==> config.mk <==
export PLATFORM = sky130hd
export DESIGN_NAME = prio_enc_arb
export DESIGN_NICKNAME = d
export VERILOG_FILES = /design/src/rtl/prio_enc_arb.sv
export SDC_FILE = /design/constraint.sdc
export NUM_CORES = 1
export LEC_CHECK = 0
export CORE_MARGIN = 4
export CORE_UTILIZATION = 45
export DETAILED_ROUTE_END_ITERATION = 12
export GPL_ROUTABILITY_DRIVEN = 1
export PLACE_DENSITY = 0.86
export SYNTH_ARGS = -nofsm -noshare
export SYNTH_HDL_FRONTEND = slang
export SYNTH_SLANG_ARGS = --single-unit
==> constraint.sdc <==
create_clock -name clk -period 1.9 [get_ports clk]
set_input_delay 0.38 -clock clk [delete_from_list [all_inputs] [get_ports clk]]
set_output_delay 0.38 -clock clk [all_outputs]
set_load 0.02 [all_outputs]
==> src/rtl/prio_enc_arb.sv <==
// prio_enc_arb: registered N-input priority encoder with a valid/ready output.
// Captures the highest-priority active request into a binary index and a
// one-hot grant, and holds the result until the consumer accepts it.
// Optional feature macro: PRIO_ENC_ARB_ROUND_ROBIN_EN
//   undefined -> fixed priority, bit N-1 highest, bit 0 lowest
//   defined   -> rotating priority starting just below the last accepted index
module prio_enc_arb #(
  parameter  int N = 8,
  localparam int W = (N > 1) ? $clog2(N) : 1
) (
  input  logic         clk,
  input  logic         rst_n,
  input  logic [N-1:0] req,
  output logic         out_valid,
  input  logic         out_ready,
  output logic [W-1:0] out_idx,
  output logic [N-1:0] out_onehot,
  output logic         out_multi
);

  typedef enum logic {
    IDLE = 1'b0,
    HOLD = 1'b1
  } state_t;

  state_t         r_state;
  state_t         w_state_nxt;
  logic           w_capture;
  logic           w_clear;

  logic           r_valid;
  logic [W-1:0]   r_idx;
  logic [N-1:0]   r_onehot;
  logic           r_multi;

  logic [W-1:0]   w_enc_idx;
  logic [N-1:0]   w_enc_oh;
  logic           w_enc_multi;

`ifdef PRIO_ENC_ARB_ROUND_ROBIN_EN
  logic [W-1:0]   r_last;
  logic [W-1:0]   w_ptr;
  logic           w_hs;

  // A capture on the accepting edge must already see the accepted index as
  // the new lowest-priority position, otherwise the same request would win twice.
  assign w_hs  = r_valid & out_ready;
  assign w_ptr = w_hs ? r_idx : r_last;

  // Rotating search: last-1, last-2, ..., 0, N-1, ..., last
  always_comb begin
    int   c;
    logic found;
    c         = 0;
    found     = 1'b0;
    w_enc_idx = '0;
    for (int k = 1; k <= N; k++) begin
      c = (int'(w_ptr) + N - k) % N;
      if (!found && req[c]) begin
        found     = 1'b1;
        w_enc_idx = W'(c);
      end
    end
  end

  // Pointer follows each completed handshake
  always_ff @(posedge clk or negedge rst_n) begin
    if (!rst_n) begin
      r_last <= '0;
    end else if (w_hs) begin
      r_last <= r_idx;
    end
  end
`else
  // Fixed priority: later (higher) bits overwrite lower ones
  always_comb begin
    w_enc_idx = '0;
    for (int i = 0; i < N; i++) begin
      if (req[i]) begin
        w_enc_idx = W'(i);
      end
    end
  end
`endif

  assign w_enc_oh    = {{(N-1){1'b0}}, 1'b1} << w_enc_idx;
  assign w_enc_multi = |(req & (req - {{(N-1){1'b0}}, 1'b1}));

  // Next-state and capture/clear decisions
  always_comb begin
    w_state_nxt = r_state;
    w_capture   = 1'b0;
    w_clear     = 1'b0;
    case (r_state)
      IDLE: begin
        if (|req) begin
          w_capture   = 1'b1;
          w_state_nxt = HOLD;
        end
      end
      HOLD: begin
        if (out_ready) begin
          if (|req) begin
            w_capture = 1'b1;
          end else begin
            w_clear     = 1'b1;
            w_state_nxt = IDLE;
          end
        end
      end
      default: begin
        w_clear     = 1'b1;
        w_state_nxt = IDLE;
      end
    endcase
  end

  // State register
  always_ff @(posedge clk or negedge rst_n) begin
    if (!rst_n) begin
      r_state <= IDLE;
    end else begin
      r_state <= w_state_nxt;
    end
  end

  // Output registers: load on capture, clear on release, otherwise frozen
  always_ff @(posedge clk or negedge rst_n) begin
    if (!rst_n) begin
      r_valid  <= 1'b0;
      r_idx    <= '0;
      r_onehot <= '0;
      r_multi  <= 1'b0;
    end else if (w_capture) begin
      r_valid  <= 1'b1;
      r_idx    <= w_enc_idx;
      r_onehot <= w_enc_oh;
      r_multi  <= w_enc_multi;
    end else if (w_clear) begin
      r_valid  <= 1'b0;
      r_idx    <= '0;
      r_onehot <= '0;
      r_multi  <= 1'b0;
    end
  end

  assign out_valid  = r_valid;
  assign out_idx    = r_idx;
  assign out_onehot = r_onehot;
  assign out_multi  = r_multi;

endmodule

==> summary.md <==
| Metric | Value |
|---|---|
| Synth warn | `0` |
| Setup crit start kind | `input port` |
| Dpl cell area | `~0.0011 mm²` |
| FP Rows | `14` |
| Routability Congestion | `approximately 0.80` |
| Worst r2r dst | `out_onehot[0]` |
| DP HPWL | `about 1.6 mm` |
| Post-synth EDFFs | `0` |
| R2R depth | `4` |
| Synth Instances | `between 70 and 80` |
| CTS hold repair buffers | `0` |
| Clock skew | `roughly 0.0075 ns` |
| Final setup margin | `0.141 ns` |
| Prevailing post-synth register cell | `dfrtp_1` |
| Per-cell routed wire length | `16.0 µm` |
| Crit path DAT | `a little under 2 ns` |
| Crit path required time | `2.13 ns` |
| Yosys top cell area share | `0.443` |
| Hold_ws | `about 0.46 ns` |
| Max clock buf depth | `2` |
| # IOs | `24` |
| Post-CTS sizing | `0` |
| Die area | `approximately 0.0025 mm²` |
| Mapped Area | `between 700 and 800 µm²` |
| FMAX | `between 0.5 and 0.6 GHz` |
| Final Cell Area | `0.00111 mm²` |
| P&R area growth vs syn | `40.5%` |
| Total gr overflow | `0` |
| CTS Sinks | `14` |
| Setup violators final | `0` |
| Max transition margin | `0.584` |
| Syn avg cell area | `10.3 µm²` |
| Die height | `roughly 50 µm` |
| Detail Route Antenna Nets | `0` |
| Asr flop ratio synth | `1.00` |
| Ant. Diodes | `0` |
| Post-synth top cells | `dfrtp_1, o21ai_0, nor2_1` |
| Tot Pwr | `around 0.0007 W` |
| Final Net Count | `between 100 and 150` |
| Hold Crit Class | `in -> async` |
| Max-slew violations | `0` |
| DRT Wirelength | `a little over 2 mm` |
| Initial core utilization | `0.502` |
| CP Max Fanout | `7` |
| CTS tree | `built` |
| Peak supply drop | `roughly 0.00046 V` |
| Top cells by area, synth | `dfrtp_1, o21ai_0, a22o_1` |
| Share of layout cells above drive strength 1 | `0.200` |
| R2r setup slk | `about 0.47 ns` |
| IO buf count | `23` |
| Initial DRC count | `20` |
| Number of synthesized register bits | `14` |
| Sequential area share after synthesis | `0.443` |
| Leak | `approximately 0.45 nW` |
| Die span in x | `roughly 50 µm` |
| Most frequent cell after synthesis | `dfrtp_1` |
| Area of the core | `0.00158 mm²` |
| Largest area contributor in the netlist | `dfrtp_1` |
| Kind of critical path | `in -> reg` |
| Worst slack, placed | `-0.158 ns` |
| Pre-Repair DR Iteration Count | `4` |
| Worst-Skew Late Latency | `a little under 0.3 ns` |
| H-tree Lvls | `1` |
| Initial antenna violation count | `0` |
| Pin count of the biggest net entering global routing | `15` |
| Drt drc | `0` |
| Tcrit/Tclk final | `0.926` |
| CTS Root Buffer Type | `clkbuf_4` |
| Vias in the first global route | `about 770` |
| Clock period minus worst slack | `approximately 1.8 ns` |
| Total setup buffers inserted after CTS | `0` |
| Synth Net Count | `between 80 and 90` |
| Maxcap violations | `0` |
| CP endpoint kind | `flop` |
| Inserted Clock Buffers | `3` |
| Measured slew at the worst slew-check pin | `between 0.6 and 0.7 ns` |
| First-pass GRT wire length | `between 3 and 4 mm` |
| Vias per Instance | `between 6 and 7` |
| Vias | `roughly 780` |
| Setup TNS | `0 ns` |
| Final hold vios | `0` |
| Cell Pwr Density | `631 mW/mm²` |
| GRT Util Overall | `0.185` |
| Outcome | `complete, no violations` |
| RSZ-0062 raised after global routing | `no` |
| Count of unique library cells instantiated by Yosys | `30` |
| Worst-path clk slew | `0.09 ns` |
| Reg2reg start | `r_state` |
-- worst max-delay path by stage --
stage                       from       endpoint  slack (ns)  depth (start not counted)
after floorplan           req[7]  out_onehot[1]        0.24                          5
after global placement    req[3]  out_onehot[3]       -0.11                          4
after detailed placement  req[3]  out_onehot[1]       -0.16                          4
after CTS                 req[3]  out_onehot[1]        0.14                          4
after global routing      req[3]  out_onehot[2]        0.06                          5
final                     req[3]  out_onehot[1]        0.14                          4
-- cells in the final DEF, fill, tap and decap left out, drive strengths merged --
cell type	Yosys	routed
clkdlybuf4s50	0	23
dfrtp	14	14
buf	3	10
o21ai	8	8
nor2	8	8
nand2	5	5
a22o	4	4
a21oi	4	4
a22oi	4	4
clkbuf	1	4
o31ai	3	3
or4	2	2
a211oi	2	2
nor4	2	2
nor3	2	2
a32o	2	2
nor2b	2	2
nand2b	1	1
maj3	1	1
o21bai	1	1
and2b	1	1
inv	1	1
a221o	1	1
nand3b	1	1
nand3	1	1
a32oi	1	1
o31a	1	1
nor4b	1	1
-- logic make-up (layout without fill, tap and decap cells) --
| logic type | after synthesis | count (layout) | synth area share |
|---|---|---|---|
| flops | 14 | 14 | 0.443 |
| compound gates | 31 | 31 | 0.297 |
| fa+ha+maj | 1 | 1 | 0.0127 |
| simple gates | 26 | 26 | 0.190 |
| buf+inv | 5 | 38 | 0.0569 |
-- metal layers --
layer,global-route usage,part of all wire,vias to the layer above
met5,0,0,-
met4,0.0829,0.025,0
met3,0.0512,0.053,6
met2,0.322,0.53,27
met1,0.208,0.39,382
li1,-,-,367
-- worst max-delay path: stages --
cell and delay (ns):
clkdlybuf4s50_1 0.42, or4_4 0.59, o31ai_4 0.39, a22o_1 0.21
-- through the flow --
stage	utilization	cells
global route	0.705	126
CTS	0.705	126
floorplan	-	77
finish	0.705	126
detailed placement	0.682	122
global placement	0.682	122
-- final cells by class --
class | instances | area (µm²)
tap | 16 | 20.0
sequential | 14 | 350
clock buffer | 4 | 36.3
fill | 114 | 465
inverter | 1 | 3.75
timing repair buffer | 33 | 305
multi-input combinational | 58 | 395
-- report_power, final --
part / internal, W / switching [W] / total, W
registers: 0.000312 / 0.00000988 / 0.000322
logic: 0.0000788 / 0.0000793 / 0.000158
clock network: 0.000117 / 0.000104 / 0.000221
total: 0.000508 / 0.000193 / 0.000701
-- sequential cells by signal (all words and copies together) (netlist names) --
register	count
out_multi	1
out_idx	3
out_onehot	8
r_state	1
out_valid	1
Power figures use the tool's default switching activity.
